==> src/rtl/muldiv_seq.sv <==
// muldiv_seq: iterative 32-step shift-add multiply / restoring divide sequencer with pipeline stall request.
// Optional feature macro MULDIV_DIV_EN: when undefined, divide ops complete in one cycle with result 0.
module muldiv_seq #(
  parameter int XLEN = 32
) (
  input  logic            clk,
  input  logic            rst,
  input  logic            start,
  input  logic [2:0]      op,
  input  logic [XLEN-1:0] op1,
  input  logic [XLEN-1:0] op2,
  input  logic            kill,
  output logic            stall_req,
  output logic            busy,
  output logic            valid,
  output logic [XLEN-1:0] result
);

  typedef enum logic [1:0] {
    S_IDLE = 2'd0,
    S_BUSY = 2'd1,
    S_DONE = 2'd2
  } state_e;

  state_e      state_q, state_d;
  logic [4:0]  cnt_q, cnt_d;
  logic [2:0]  op_q, op_d;
  logic        neg_q, neg_d;
  logic [31:0] opb_q, opb_d;
  logic [63:0] acc_q, acc_d;
  logic [31:0] result_q, result_d;
  logic        valid_q, valid_d;
  logic        busy_q, busy_d;

  logic        sgn1_s, sgn2_s;
  logic [31:0] mag1_s, mag2_s;
  logic        special_s;
  logic [31:0] special_res_s;
  logic [32:0] mul_sum_s;
  logic [63:0] mul_step_s, div_step_s, step_s, prod_s;
  logic [31:0] div_mag_s, final_s;

  // Operand signedness and magnitudes; negation flag is the rem-vs-others sign rule
  always_comb begin
    sgn1_s = op1[31] & (op != 3'b011) & (op != 3'b101) & (op != 3'b111);
    sgn2_s = op2[31] & (op != 3'b010) & (op != 3'b011) & (op != 3'b101) & (op != 3'b111);
    mag1_s = sgn1_s ? (32'h0 - op1) : op1;
    mag2_s = sgn2_s ? (32'h0 - op2) : op2;
  end

`ifdef MULDIV_DIV_EN
  logic        div0_s, ovf_s;
  logic [32:0] div_shift_s, div_trial_s;

  // Divide-by-zero and signed overflow finish without iterating
  always_comb begin
    div0_s    = (op2 == 32'h0);
    ovf_s     = ~op[0] & (op1 == 32'h8000_0000) & (op2 == 32'hFFFF_FFFF);
    special_s = op[2] & (div0_s | ovf_s);
    if (div0_s) begin
      special_res_s = op[1] ? op1 : 32'hFFFF_FFFF;
    end else begin
      special_res_s = op[1] ? 32'h0 : 32'h8000_0000;
    end
  end

  // Restoring step: acc high half is the remainder, low half shifts dividend out and quotient in
  always_comb begin
    div_shift_s = {acc_q[63:32], acc_q[31]};
    div_trial_s = div_shift_s - {1'b0, opb_q};
    if (div_trial_s[32]) begin
      div_step_s = {div_shift_s[31:0], acc_q[30:0], 1'b0};
    end else begin
      div_step_s = {div_trial_s[31:0], acc_q[30:0], 1'b1};
    end
  end
`else
  // No divide datapath: every divide op completes immediately with zero
  always_comb begin
    special_s     = op[2];
    special_res_s = 32'h0;
    div_step_s    = 64'h0;
  end
`endif

  // Shift-add step and final sign fix-up / result selection
  always_comb begin
    mul_sum_s  = {1'b0, acc_q[63:32]} + (acc_q[0] ? {1'b0, opb_q} : 33'h0);
    mul_step_s = {mul_sum_s, acc_q[31:1]};
    step_s     = op_q[2] ? div_step_s : mul_step_s;
    prod_s     = neg_q ? (64'h0 - step_s) : step_s;
    div_mag_s  = op_q[1] ? step_s[63:32] : step_s[31:0];
    if (op_q[2]) begin
      final_s = neg_q ? (32'h0 - div_mag_s) : div_mag_s;
    end else begin
      final_s = (op_q[1:0] == 2'b00) ? prod_s[31:0] : prod_s[63:32];
    end
  end

  // Next-state and stall logic
  always_comb begin
    state_d   = state_q;
    cnt_d     = cnt_q;
    op_d      = op_q;
    neg_d     = neg_q;
    opb_d     = opb_q;
    acc_d     = acc_q;
    result_d  = result_q;
    valid_d   = 1'b0;
    busy_d    = 1'b0;
    stall_req = 1'b0;
    case (state_q)
      S_IDLE: begin
        if (start && !kill) begin
          stall_req = 1'b1;
          op_d      = op;
          cnt_d     = 5'd0;
          neg_d     = (op == 3'b110) ? sgn1_s : (sgn1_s ^ sgn2_s);
          opb_d     = mag2_s;
          acc_d     = {32'h0, mag1_s};
          if (special_s) begin
            state_d  = S_DONE;
            valid_d  = 1'b1;
            result_d = special_res_s;
          end else begin
            state_d = S_BUSY;
            busy_d  = 1'b1;
          end
        end else begin
          state_d = S_IDLE;
        end
      end
      S_BUSY: begin
        stall_req = 1'b1;
        if (kill) begin
          state_d = S_IDLE;
        end else begin
          acc_d = step_s;
          cnt_d = cnt_q + 5'd1;
          if (cnt_q == 5'd31) begin
            state_d  = S_DONE;
            valid_d  = 1'b1;
            result_d = final_s;
          end else begin
            busy_d = 1'b1;
          end
        end
      end
      S_DONE: begin
        state_d = S_IDLE;
      end
      default: begin
        state_d = S_IDLE;
      end
    endcase
  end

  // State and datapath registers
  always_ff @(posedge clk) begin
    if (rst) begin
      state_q  <= S_IDLE;
      cnt_q    <= 5'd0;
      op_q     <= 3'd0;
      neg_q    <= 1'b0;
      opb_q    <= 32'h0;
      acc_q    <= 64'h0;
      result_q <= 32'h0;
      valid_q  <= 1'b0;
      busy_q   <= 1'b0;
    end else begin
      state_q  <= state_d;
      cnt_q    <= cnt_d;
      op_q     <= op_d;
      neg_q    <= neg_d;
      opb_q    <= opb_d;
      acc_q    <= acc_d;
      result_q <= result_d;
      valid_q  <= valid_d;
      busy_q   <= busy_d;
    end
  end

  assign busy   = busy_q;
  assign valid  = valid_q;
  assign result = result_q;

endmodule

==> config.mk <==
export PLATFORM = sky130hd
export DESIGN_NAME = muldiv_seq
export DESIGN_NICKNAME = d
export VERILOG_FILES = /design/src/rtl/muldiv_seq.sv
export SDC_FILE = /design/constraint.sdc
export NUM_CORES = 1
export LEC_CHECK = 0
export BUFFER_PORTS_ARGS = -buffer_cell sky130_fd_sc_hd__buf_2
export CAP_MARGIN = 20
export CORE_MARGIN = 2
export CORE_UTILIZATION = 40
export DETAILED_ROUTE_END_ITERATION = 12
export GPL_TIMING_DRIVEN = 0
export HOLD_SLACK_MARGIN = 0.05
export PLACE_DENSITY = 0.58
export SLEW_MARGIN = 25
export SYNTH_ARGS = -nofsm -noshare
export SYNTH_HDL_FRONTEND = slang
export SYNTH_SLANG_ARGS = --single-unit
==> constraint.sdc <==
create_clock -name clk -period 5 [get_ports clk]
set_clock_uncertainty 0.05 [all_clocks]
set_input_delay 0.25 -clock clk [delete_from_list [all_inputs] [get_ports clk]]
set_output_delay 0.25 -clock clk [all_outputs]
set_load 0.05 [all_outputs]
==> flow_summary.yaml, run 1 <==
run_status:
  outcome: "finished, final reports clean"
setup_path:
  critPathKind: "reg -> reg"
  worstSetupEndpointType: "flip-flop"
  worstPathArrival_ns: 5.23
  required_ns: 5.30
  cp_max_fo: 11
  ff2ff_setup_slack_ns: 0.07
  cp-start-kind: "flip-flop"
  rr_worst_depth: 14
  r2r_end: "result[31]$_SDFFE_PP0P_"
  rr_startpoint: "acc_q[0]$_SDFFE_PP0P_"
cts:
  cts_tree: "yes"
  insertion_delay_ns: 0.44
  clock-root-buffer: "clkbuf_16"
  cts_max_path_buffers: 2
  numCtsBuffers: 17
  cts.sinks: 141
  clk_pin_slew_worst_paths_ns: 0.07
  h-tree-depth: 4
placed_design:
  dp_hpwl_mm: 35.2
  post-place-cells: 2077
  gp_congestion: 1.00
  numPortBuffers: 104
power:
  total_power_mw: 3.40
  p_leak_nw: 5.16
  power.density_nw_per_um2: 256
  irDropWorstVdd_mv: 0.230
finish:
  drive_above_1_share_pct: 12.1
  multi_input_area_sq_um: 8190
  num-fill-cells: 2974
  layout_commonest_cell: "nor2_1"
  regArea_sq_um: 2830
  layoutNonFillerInstCount: 2118
  syn_to_final_growth_pct: 16.2
  finalNetCount: 1837
  utilization_pct: 47.6
  final_cell_mix: "nor2_1, a21oi_1, dfxtp_1"
route:
  wl_per_cell_microns: 21.2
  drc: 0
  drt-total-wl_mm: 44.9
  ant_nets: 0
  wl_met1_mm: 20.8
  vias: 12932
  vias_per_cell: 6.11
  routed.top_layer: "met5"
  first_pass_iters: 5
  wl_met2_mm: 19.2
  first_iter_violations: 1211
  dr_wl_met3_mm: 3.60
sta:
  max_freq_mhz: 203
  finalCritPeriodShare_pct: 98.5
  timing.hold.ws_ns: 0.0603
  max_slew_margin_pct: 27.5
  setup_viol_count_final: 0
  tightestPinTransition_ns: 1.09
  drv_slew: 0
  min_period_ns: 4.93
  hold_viol_final: 0
yosys:
  postSynthCellCount: 1594
  synth_flop_cell: "dfxtp_1"
  synth-edff-count: 0
  yosysSeqAreaShare_pct: 24.7
  yosys_warnings: 0
  syn_area_sq_um: 11400
  syn_area_per_cell_sq_um: 7.18
  synth.net_count: 1704
  yosysUniqueCellTypes: 88
  ys_async_sr_fraction_pct: 0
  ys_seq_elements: 141
run:
  cap_viol_max_count: 0
global_route:
  grt_pass1_vias: 11942
  grt_pass1_wl_mm: 69.1
  grt_max_degree: 17
  antenna_found_initial: 1
  grt_usage_pct: 29.4
  grt_overflow: 0
worst_hold_path:
  worstHoldPathType: "in -> reg"
  worstHoldEndpoint: "opb_q[1]$_SDFFE_PP0P_"
  min-delay-start: "op2[1]"
  holdPathStages: 3
die:
  rows: 61
  die_y_microns: 173
  io_pins: 106
  die_w_microns: 173
  fp.dieArea_sq_um: 30000
  core_area_sq_um: 27900
  initial_core_util_pct: 40.9
-- stage by stage --
step | setup slack (ns) | instance area [sq um] | setup TNS [ns]
after floorplan | 0.797 | 11400 | 0
after global placement | -0.977 | 12400 | -6.04
after detailed placement | -1.06 | 12500 | -7.12
after CTS | 0.00729 | 13200 | 0
after global routing | -0.0369 | 13300 | -0.0382
final | 0.0729 | 13300 | 0
-- cells by family (layout without fill, tap and decap cells) --
logic type | after synthesis | count (layout) | synth area share [%]
DFF | 141 | 141 | 24.7
adders and majority gates | 39 | 39 | 4.33
muxes | 22 | 22 | 2.01
buffers and inverters | 141 | 286 | 4.87
AOI/OAI and AO/OA | 519 | 519 | 29.6
and+or+nand+nor | 629 | 629 | 26.6
other | 0 | 1 | 0
xor gates and xnor gates | 103 | 103 | 7.89
-- critical path, cell delays in order, from the launching register on --
cell and delay [ns]:
dfxtp_4 0.42, clkbuf_4 0.23, and2_1 0.19, ha_1 0.25, inv_1 0.07, fa_1 0.64
a21oi_1 0.12, nor3_2 0.32, nor4b_4 0.39, nand4bb_4 0.17, or3b_4 0.47, a2111oi_4 0.50
nand3_2 0.15, or4_1 0.59, a311oi_1 0.26
-- flip-flops by register name, summed over array words and instances (netlist names) --
| signal | cells |
|---|---|
| busy | 1 |
| opb_q | 32 |
| neg_q | 1 |
| acc_q | 64 |
| result | 32 |
| cnt_q | 5 |
| op_q | 3 |
| state_q | 2 |
| valid | 1 |
-- worst max-delay path by stage --
stage | startpoint | to | slack, ns | cells after the start
3_5_place_dp | acc_q[0]$_SDFFE_PP0P_ | result[30]$_SDFFE_PP0P_ | -1.06 | 15
3_3_place_gp | acc_q[0]$_SDFFE_PP0P_ | result[30]$_SDFFE_PP0P_ | -0.98 | 15
2_1_floorplan | acc_q[0]$_SDFFE_PP0P_ | result[31]$_SDFFE_PP0P_ | 0.80 | 15
6_report | acc_q[0]$_SDFFE_PP0P_ | result[31]$_SDFFE_PP0P_ | 0.07 | 14
5_1_grt | acc_q[0]$_SDFFE_PP0P_ | result[31]$_SDFFE_PP0P_ | -0.04 | 15
4_1_cts | acc_q[0]$_SDFFE_PP0P_ | result[31]$_SDFFE_PP0P_ | 0.007 | 15
-- area by class of cell --
| type | instances | share of cell area [%] |
|---|---|---|
| repair buffers | 114 | 4.54 |
| flip-flops and latches | 141 | 21.3 |
| multi-input cells | 1312 | 61.7 |
| clock buffers | 17 | 3.20 |
| inverters | 22 | 0.631 |
| plain buffers | 119 | 3.64 |
| diodes | 1 | 0.0188 |
| clock inverters | 14 | 1.46 |
| well taps | 378 | 3.56 |
-- power by group --
group | total, mW | internal (mW) | switching [mW]
Sequential | 1.21 | 1.17 | 0.0399
Clock | 1.39 | 0.834 | 0.556
Combinational | 0.805 | 0.267 | 0.539
Total | 3.40 | 2.27 | 1.13
-- routing by layer --
| metal | GRT usage, % | up-vias |
|---|---|---|
| met1 | 42.1 | 6156 |
| li1 | - | 6107 |
| met4 | 8.93 | 2 |
| met3 | 5.12 | 90 |
| met5 | 0 | - |
| met2 | 44.8 | 577 |
-- cell usage after synthesis (38+ instances only) --
library cell,instances,area (sq um)
a21oi_1,153,766
o21ai_0,94,470
a211oi_1,59,443
nor2_1,243,912
ha_1,38,475
xor2_1,56,490
nor3_1,54,270
nand2_1,127,477
clkbuf_1,101,379
and2_1,41,257
dfxtp_1,141,2820
xnor2_1,47,412
-- repair_timing --
action | in CTS | in global routing
pin swaps | 3 | 4
buffers inserted | 1 | 5
setup endpoints to repair | 21 | 19
gates resized for setup | 12 | 17
cloned | 0 | 0
endpoints found under the hold margin | 3 | 0
hold buffers | 3 | 0
No activity file was read; power rests on OpenSTA's default activity.
==> run 2, diff against run 1 <==
--- a/config.mk
+++ b/config.mk
@@ -13,6 +13,7 @@
 export GPL_TIMING_DRIVEN = 0
 export HOLD_SLACK_MARGIN = 0.05
 export PLACE_DENSITY = 0.58
+export REMOVE_ABC_BUFFERS = 1
 export SLEW_MARGIN = 25
 export SYNTH_ARGS = -nofsm -noshare
 export SYNTH_HDL_FRONTEND = slang
==> run 2 against run 1 <==
Against the previous run: routed wire length is 18% lower; sequential share of layout area grew 0.45 points; register-to-register slack gained 0.23 ns; largest cell class unchanged; highest routed layer is now met4; worst hold slack improved by 0.00070 ns; setup slack better by 0.23 ns; critical endpoint unchanged; global-route usage decreased by 5.3 points.
==> flow_summary.yaml, run 2 (synthesis gave the netlist of run 1 again) <==
route:
  wl_per_cell_microns: 18.3
  drt-total-wl_mm: 36.8
  vias: 11937
  first_pass_iters: 5
  vias_per_cell: 5.94
  ant_nets: 0
  first_iter_violations: 1005
  drc: 0
sta:
  finalCritPeriodShare_pct: 94.0
  rsz0062_at_grt: "false"
  tightestPinTransition_ns: 0.947
  hold_viol_final: 0
  setup-tns-final_ns: 0
  setup_viol_count_final: 0
  drv_slew: 0
  min_period_ns: 4.70
  max_slew_margin_pct: 36.3
  max_freq_mhz: 213
finish:
  final_cell_mix: "nor2_1, a21oi_1, dfxtp_1"
  utilization_pct: 46.7
  syn_to_final_growth_pct: 14.0
  n_antenna_cell: 0
  layout_commonest_cell: "nor2_1"
  largest_reg_flops: 64
  layoutNonFillerInstCount: 2011
  finalNetCount: 1730
  drive_above_1_share_pct: 12.9
  top_register: "acc_q"
placed_design:
  numPortBuffers: 105
  post-place-cells: 1974
  gp_congestion: 0.889
  dp_hpwl_mm: 26.8
setup_path:
  required_ns: 5.30
  cpPeakStageDelay_ns: 0.52
  critPathKind: "reg -> reg"
  worstSetupEndpointType: "flip-flop"
  crit_slowest_cell: "or4_1"
  cp_max_fo: 18
  rr_worst_depth: 14
  ff2ff_setup_slack_ns: 0.30
  cp_cell_sequence: "and2_1, ha_1, inv_1, fa_1, and2b_1, o22ai_1, o21ai_2, nor2_1, o31ai_2, or3b_4, a2111oi_4, nand3_2, or4_1, a311oi_1"
  r2r_end: "result[31]$_SDFFE_PP0P_"
  worstPathArrival_ns: 5.00
  rr_startpoint: "acc_q[0]$_SDFFE_PP0P_"
  critPathLaunch: "acc_q[0]$_SDFFE_PP0P_"
  crit_path_end: "result[31]$_SDFFE_PP0P_"
  cp-start-kind: "flip-flop"
global_route:
  grt_max_degree: 82
  grt_usage_pct: 24.0
  antenna_found_initial: 1
  grt_overflow: 0
  grt_pass1_vias: 11005
  grt_pass1_wl_mm: 58.9
die:
  core_area_sq_um: 27900
  io_pins: 106
  initial_core_util_pct: 40.9
  die_y_microns: 173
  rows: 61
  fp.dieArea_sq_um: 30000
  die_w_microns: 173
power:
  clkPwrFrac_pct: 41.6
  irDropWorstVdd_mv: 0.194
  switching_share_pct: 32.3
  p_seq_share_pct: 36.9
  p_leak_nw: 5.09
  power.density_nw_per_um2: 254
  pwr-share-comb_pct: 21.5
  p_switching_mw: 1.07
  p_int_mw: 2.25
  total_power_mw: 3.32
run_status:
  outcome: "finished, final reports clean"
cts:
  cts.sinks: 141
  numCtsBuffers: 17
  clock-root-buffer: "clkbuf_16"
  clk_pin_slew_worst_paths_ns: 0.07
  cts_tree: "yes"
  cts_max_path_buffers: 2
  h-tree-depth: 4
  insertion_delay_ns: 0.45
worst_hold_path:
  worstHoldPathType: "in -> reg"
run:
  cap_viol_max_count: 0
==> run 2: changes by cell type in the layout (fill, tap and decap cells not counted), moves of 3 or more <==
cell / previous run / this run
clkbuf_1: 96 / 1
buf_1: 6 / 0
buf_4: 7 / 1
buf_16: 0 / 5
clkbuf_2: 4 / 0
clkinv_2: 4 / 0
inv_6: 2 / 6
nor2_1: 242 / 238
buf_12: 0 / 3
nor2_4: 0 / 3
==> run 2: layout make-up <==
cell class | count | area [sq um]
flip-flops and latches | 141 | 2830
inverters | 22 | 87.6
well taps | 378 | 473
repair buffers | 126 | 823
multi-input cells | 1312 | 8200
clock inverters | 13 | 178
clock buffers | 19 | 443
fillers | 2953 | 14900
==> run 2: worst min path at each step <==
stage / startpoint / to / slack (ns) / depth (start not counted)
floorplan: rst / acc_q[2]$_SDFFE_PP0P_ / 0.27 / 1
global placement: opb_q[21]$_SDFFE_PP0P_ / opb_q[21]$_SDFFE_PP0P_ / 0.39 / 2
detailed placement: result[11]$_SDFFE_PP0P_ / result[11]$_SDFFE_PP0P_ / 0.39 / 2
CTS: op2[31] / opb_q[31]$_SDFFE_PP0P_ / 0.06 / 3
global route: op2[31] / opb_q[31]$_SDFFE_PP0P_ / 0.06 / 3
finish: op2[31] / opb_q[31]$_SDFFE_PP0P_ / 0.06 / 3
==> run 2: per-layer routing <==
metal	part of all wire [%]	global-route usage, %
met1	48	33.6
met2	46	38.9
met3	5.3	4.07
met4	1.5	5.08
met5	0	0
==> run 2: per-stage QoR <==
step / hold WS [ns] / worst slack [ns] / cell area [sq um]
5_1_grt: 0.0648 / 0.0841 / 13000
3_5_place_dp: 0.393 / -0.946 / 12300
3_3_place_gp: 0.388 / -16.80 / 12000
4_1_cts: 0.0611 / 0.0202 / 12900
6_report: 0.0610 / 0.300 / 13000
2_1_floorplan: 0.269 / -6.56 / 11000
==> run 2: what timing repair did <==
item	in CTS	in global routing
hold endpoints to repair	2	0
hold buffers	2	0
resized for setup	6	5
setup buffers	0	3
gates cloned	0	0
setup endpoints to repair	13	9
pin swaps	0	1
==> run 2: critical path: cells and delay by family (launching register included) <==
family | cells | cell delay (ns)
AOI/OAI and AO/OA | 5 | 1.57
adders and majority gates | 2 | 0.67
DFF | 1 | 0.48
buffers and inverters | 1 | 0.08
and+or+nand+nor | 6 | 1.75
==> run 2: power groups by stage <==
stage / registers (mW) / logic (mW) / clock network, mW
after global placement: 1.26 / 0.646 / 0
final: 1.22 / 0.712 / 1.38
after detailed placement: 1.25 / 0.679 / 0
after global routing: 1.23 / 0.788 / 1.45
after floorplan: 1.24 / 0.445 / 0
after CTS: 1.23 / 0.689 / 1.40
